File: config.mk
export PLATFORM = sky130hd
export DESIGN_NAME = line_clear_ctrl
export DESIGN_NICKNAME = d
export VERILOG_FILES = /design/src/rtl/tetris_pkg.sv /design/src/rtl/row_full_detect.sv /design/src/rtl/line_clear_ctrl.sv
export SDC_FILE = /design/constraint.sdc
export NUM_CORES = 1
export LEC_CHECK = 0
export BUFFER_PORTS_ARGS = -buffer_cell sky130_fd_sc_hd__buf_2
export CAP_MARGIN = 10
export CELL_PAD_IN_SITES_DETAIL_PLACEMENT = 0
export CELL_PAD_IN_SITES_GLOBAL_PLACEMENT = 1
export CORE_MARGIN = 1.5
export CORE_UTILIZATION = 38
export CTS_CLUSTER_DIAMETER = 150
export DETAILED_ROUTE_END_ITERATION = 12
export PLACE_DENSITY_LB_ADDON = 0.1
export SLEW_MARGIN = 10
export SYNTH_ARGS = -nofsm -noshare
export SYNTH_HDL_FRONTEND = slang
export SYNTH_HIERARCHICAL = 1
export SYNTH_SLANG_ARGS = --single-unit
File: constraint.sdc
create_clock -name clk -period 5.7 [get_ports clk]
set_input_delay 0.57 -clock clk [delete_from_list [all_inputs] [get_ports clk]]
set_output_delay 0.57 -clock clk [all_outputs]
set_load 0.02 [all_outputs]
File: src/rtl/tetris_pkg.sv
// Shared grid geometry, clear-controller state encoding and scoring helpers.
package tetris_pkg;
  localparam int ROWS_D   = 22;
  localparam int COLS_D   = 10;
  localparam int CELL_W_D = 3;

  typedef enum logic [1:0] {IDLE, SCAN, FILL, DONE} state_t;

  // Points awarded per pass; an illegal count above four scores like four.
  function automatic logic [7:0] pass_points(input logic [4:0] n);
    case (n)
      5'd0:    return 8'd0;
      5'd1:    return 8'd1;
      5'd2:    return 8'd3;
      5'd3:    return 8'd5;
      default: return 8'd8;
    endcase
  endfunction

  function automatic logic [2:0] lines_sat(input logic [4:0] n);
    return (n > 5'd4) ? 3'd4 : n[2:0];
  endfunction

  function automatic logic [7:0] score_add(input logic [7:0] a, input logic [7:0] b);
    logic [8:0] s;
    s = {1'b0, a} + {1'b0, b};
    return s[8] ? 8'hFF : s[7:0];
  endfunction
endpackage

File: src/rtl/row_full_detect.sv
// Combinational full-row test: every cell of the row holds a nonzero colour.
module row_full_detect import tetris_pkg::*; #(
  parameter int COLS   = COLS_D,
  parameter int CELL_W = CELL_W_D
) (
  input  logic [COLS*CELL_W-1:0] row,
  output logic                   full
);
  logic [COLS-1:0] nz;

  for (genvar c = 0; c < COLS; c++) begin : g_cell
    assign nz[c] = |row[c*CELL_W +: CELL_W];
  end

  assign full = &nz;
endmodule

File: src/rtl/line_clear_ctrl.sv
// Line-clear pass: scans bottom-up, compacts non-full rows downward,
// blanks the freed top rows, then reports cleared lines and updates score.
module line_clear_ctrl import tetris_pkg::*; #(
  parameter int ROWS   = ROWS_D,
  parameter int COLS   = COLS_D,
  parameter int CELL_W = CELL_W_D
) (
  input  logic                   clk,
  input  logic                   rst_n,
  input  logic                   start,
  input  logic                   score_clr,
  output logic [4:0]             rd_row,
  input  logic [COLS*CELL_W-1:0] rd_data,
  output logic                   wr_en,
  output logic [4:0]             wr_row,
  output logic [COLS*CELL_W-1:0] wr_data,
  output logic                   busy,
  output logic                   done,
  output logic [2:0]             lines,
  output logic [7:0]             score
);
  localparam logic [4:0] LAST = 5'(ROWS - 1);

  state_t     state, state_nx;
  logic [4:0] src, src_nx, dst, dst_nx, cnt, cnt_nx;
  logic       full;

  row_full_detect #(.COLS(COLS), .CELL_W(CELL_W)) u_full (
    .row  (rd_data),
    .full (full)
  );

  always_comb begin
    state_nx = state;
    src_nx   = src;
    dst_nx   = dst;
    cnt_nx   = cnt;
    rd_row   = '0;
    wr_en    = 1'b0;
    wr_row   = '0;
    wr_data  = '0;
    case (state)
      IDLE: begin
        if (start) begin
          state_nx = SCAN;
          src_nx   = LAST;
          dst_nx   = LAST;
          cnt_nx   = '0;
        end
      end
      SCAN: begin
        rd_row = src;
        if (full) begin
          cnt_nx = cnt + 5'd1;
        end else begin
          dst_nx = dst - 5'd1;
          // Until the first full row is seen src==dst and the row stays put.
          if (src != dst) begin
            wr_en   = 1'b1;
            wr_row  = dst;
            wr_data = rd_data;
          end
        end
        src_nx = src - 5'd1;
        if (src == '0) begin
          src_nx   = '0;
          state_nx = (cnt_nx != '0) ? FILL : DONE;
        end
      end
      FILL: begin
        // dst now sits cnt-1 rows from the top, so this runs cnt cycles.
        wr_en  = 1'b1;
        wr_row = dst;
        dst_nx = dst - 5'd1;
        if (dst == '0) begin
          dst_nx   = '0;
          state_nx = DONE;
        end
      end
      DONE: state_nx = IDLE;
      default: state_nx = IDLE;
    endcase
  end

  assign busy = (state != IDLE);
  assign done = (state == DONE);

  always_ff @(posedge clk or negedge rst_n) begin
    if (!rst_n) begin
      state <= IDLE;
      src   <= '0;
      dst   <= '0;
      cnt   <= '0;
      lines <= '0;
      score <= '0;
    end else begin
      state <= state_nx;
      src   <= src_nx;
      dst   <= dst_nx;
      cnt   <= cnt_nx;
      if (state == DONE) lines <= lines_sat(cnt);
      if (score_clr)
        score <= '0;
      else if (state == DONE)
        score <= score_add(score, pass_points(cnt));
    end
  end
endmodule

==> results.yml <==
run_status:
  status: "complete, no violations"
final_layout:
  layout.nets: 399
  syn_to_final_growth_pct: 23.41
  fillers: 591
  final_cell_mix: "buf_2 (87), and2_1 (35), dfrtp_1 (28), inv_1 (19), nor3_1 (18)"
  insertedDiodeCount: 0
  stdcell_count: 424
  register_area_um2: 700.7
  multi_input_area_mm2: 0.001476
  final_common_cell: "buf_2"
  drive_gt1_share_pct: 29.23
sta:
  rsz0062_at_grt: "false"
  min_period_ns: 3.187
  fin_crit_sh_pct: 55.91
  fmax_mhz: 313.8
  worst_pin_slew_ns: 0.8311
  tns_ns: 0
  hold_violations: 0
  setup_viol: 0
  relSlewSlack_pct: 43.00
  skew_ns: 0.009098
  slew_viol_final: 0
drt:
  dr.first_iter.drc_count: 81
  via_per_inst: 5.302
  routed.top_layer: "met3"
  dr.pass1.iters: 4
  ant_nets: 0
  wl_mm: 6.020
  route.detailed.drc: 0
  wl_met3_um: 182
  wl_met1_mm: 3.008
  detailroute.wirelength.met2_mm: 2.830
  post_drt_wl_per_cell_um: 14.20
  vias: 2248
synth:
  muxShareOfSynthArea_pct: 1.351
  yosysWarnings: 6
  synth.distinct_cells: 55
  synthAdderAreaFrac_pct: 8.432
  netlist_area_mm2: 0.002315
  synth.avg_cell_area_um2: 8.510
  synth-simple-area-share_pct: 25.73
  synth_top_family_by_area: "simple AND/OR/NAND/NOR gates"
  synthFlopType: "dfrtp_1"
  synth_edf_count: 0
  synth_xor_area_share_pct: 3.405
  async_flop_share_pct: 100.0
  synth_compound_area_share_pct: 24.86
  ys_ff_latch: 28
  synthCells: 272
  syn_nets: 321
  ys_seq_area_share_pct: 30.27
global_route:
  grt_max_degree: 37
  grtUsageTotal_pct: 18.58
  antenna_found_initial: 0
  grt_pass1_vias: 2008
  grt-ovfl-total: 0
  grt_pass1_wl_mm: 9.756
worst_setup_path:
  critPathLaunch: "state[0]"
  startpoint_type: "flip-flop"
  endpoint: "wr_row[4]"
  cp-end-kind: "output pin"
  r2r_start: "cnt[2]"
  cp_slowest_stage_delay_ns: 0.73
  cp_cell_sequence: "ha_1, inv_1, a311oi_2, buf_4, o211a_1, buf_2"
  arrival_ns: 2.62
  path_max_fanout: 36
  r2r_slack_ns: 2.75
  cp.required_ns: 5.13
  reg2regPathDepth: 9
  r2r-end: "score[1]"
  path_class: "reg -> out"
  slowest_stage: "ha_1"
cts:
  clkSinkCount: 28
  cts_tree: "built"
  clockRootBuffer: "clkbuf_8"
  clk_pin_slew_ns: 0.11
  hold_buffers: 0
  insertion_delay_ns: 0.28
  postCtsResizedCells: 0
  clockBufferDepth: 2
  htree_levels: 1
  cts_setup_buffers: 0
  cts_buffers: 3
place:
  dp_hpwl_mm: 4.695
  dp_cells: 420
  place_congestion: 0.7918
  io_buffer_count: 87
pwr:
  power.density_mw_per_mm2: 520.4
  vdd_ir_drop_max_mv: 0.2619
  power.total_w: 0.001486
  p_leak_nw: 1.469
floorplanning:
  start_util_pct: 39.33
  rows: 28
  die_y_um: 81.05
  die-area_mm2: 0.006568
  core_area_mm2: 0.005886
  pin_count: 88
  die_w_um: 81.05
min_path:
  min_path_type: "in -> async"
job:
  drv_cap: 0
-- layer usage --
layer | global-route usage, % | up-vias
li1 | - | 1131
met4 | 1.034 | 0
met2 | 29.92 | 50
met5 | 0 | -
met3 | 2.697 | 0
met1 | 27.45 | 1067
-- kinds of logic after synthesis --
family / after synthesis
adders and majority gates: 15
DFF: 28
muxes: 3
and+or+nand+nor: 108
AOI/OAI and AO/OA: 75
buffers and inverters: 34
xor gates and xnor gates: 9
-- worst min-delay path by stage --
stage	to	slack, ns	cells after the start
floorplan	cnt[0]	0.27	0
global placement	lines[0]	0.49	1
detailed placement	lines[0]	0.50	1
CTS	lines[2]	0.32	1
global route	score[1]	0.32	1
finish	score[0]	0.30	1
-- flip-flops by register name, indices dropped and copies added, names as in the netlist --
register and flops:
score 8, src 5, lines 3, state 2, dst 5, cnt 5
-- where the power goes --
| group | total [W] | internal [W] | switching, W | leakage [nW] |
|---|---|---|---|---|
| combinational | 0.000973 | 0.000376 | 0.000597 | 1.07 |
| sequential | 0.000352 | 0.000263 | 0.0000887 | 0.360 |
| clock | 0.000161 | 0.0000941 | 0.0000672 | 0.0357 |
| total | 0.00149 | 0.000733 | 0.000753 | 1.47 |
-- Yosys cell counts (5+ instances only) --
master    number  area [µm²]
dfrtp_1       28       700.7
nor3_1        18       90.09
xor2_1         5       43.79
clkbuf_1      10       37.54
nand2b_1       5       31.28
nand2_1       15       56.30
a211oi_1       8       60.06
nor2_1        17       63.81
inv_1         19       71.32
o21ai_0       15       75.07
ha_1          14       175.2
a21oi_1        9       45.04
o211a_1        5       50.05
and2_1        35       219.0
-- critical path, delay by kind of cell (launching register included) --
kind / cells / cell delay (ns)
flops: 1 / 0.48
fa+ha+maj: 1 / 0.73
compound gates: 2 / 0.42
buf+inv: 3 / 0.70
-- through the flow --
stage	setup WS (ns)	utilization (%)	hold WS, ns	cell area [µm²]
6_report	2.513	48.53	0.3002	2856
5_1_grt	2.232	48.53	0.3220	2856
4_1_cts	2.492	48.53	0.3158	2856
3_5_place_dp	2.787	47.32	0.4980	2785
3_3_place_gp	2.813	47.32	0.4943	2785
2_1_floorplan	3.015	-	0.2744	2315
-- area by class of cell --
cell class,instances,area share [%]
sequential,28,24.53
tap,75,3.285
clock inverter,1,1.051
inverter,19,2.497
clock buffer,3,1.445
timing repair buffer,88,15.51
multi-input combinational,210,51.69
No activity file was read; power rests on OpenSTA's default activity.
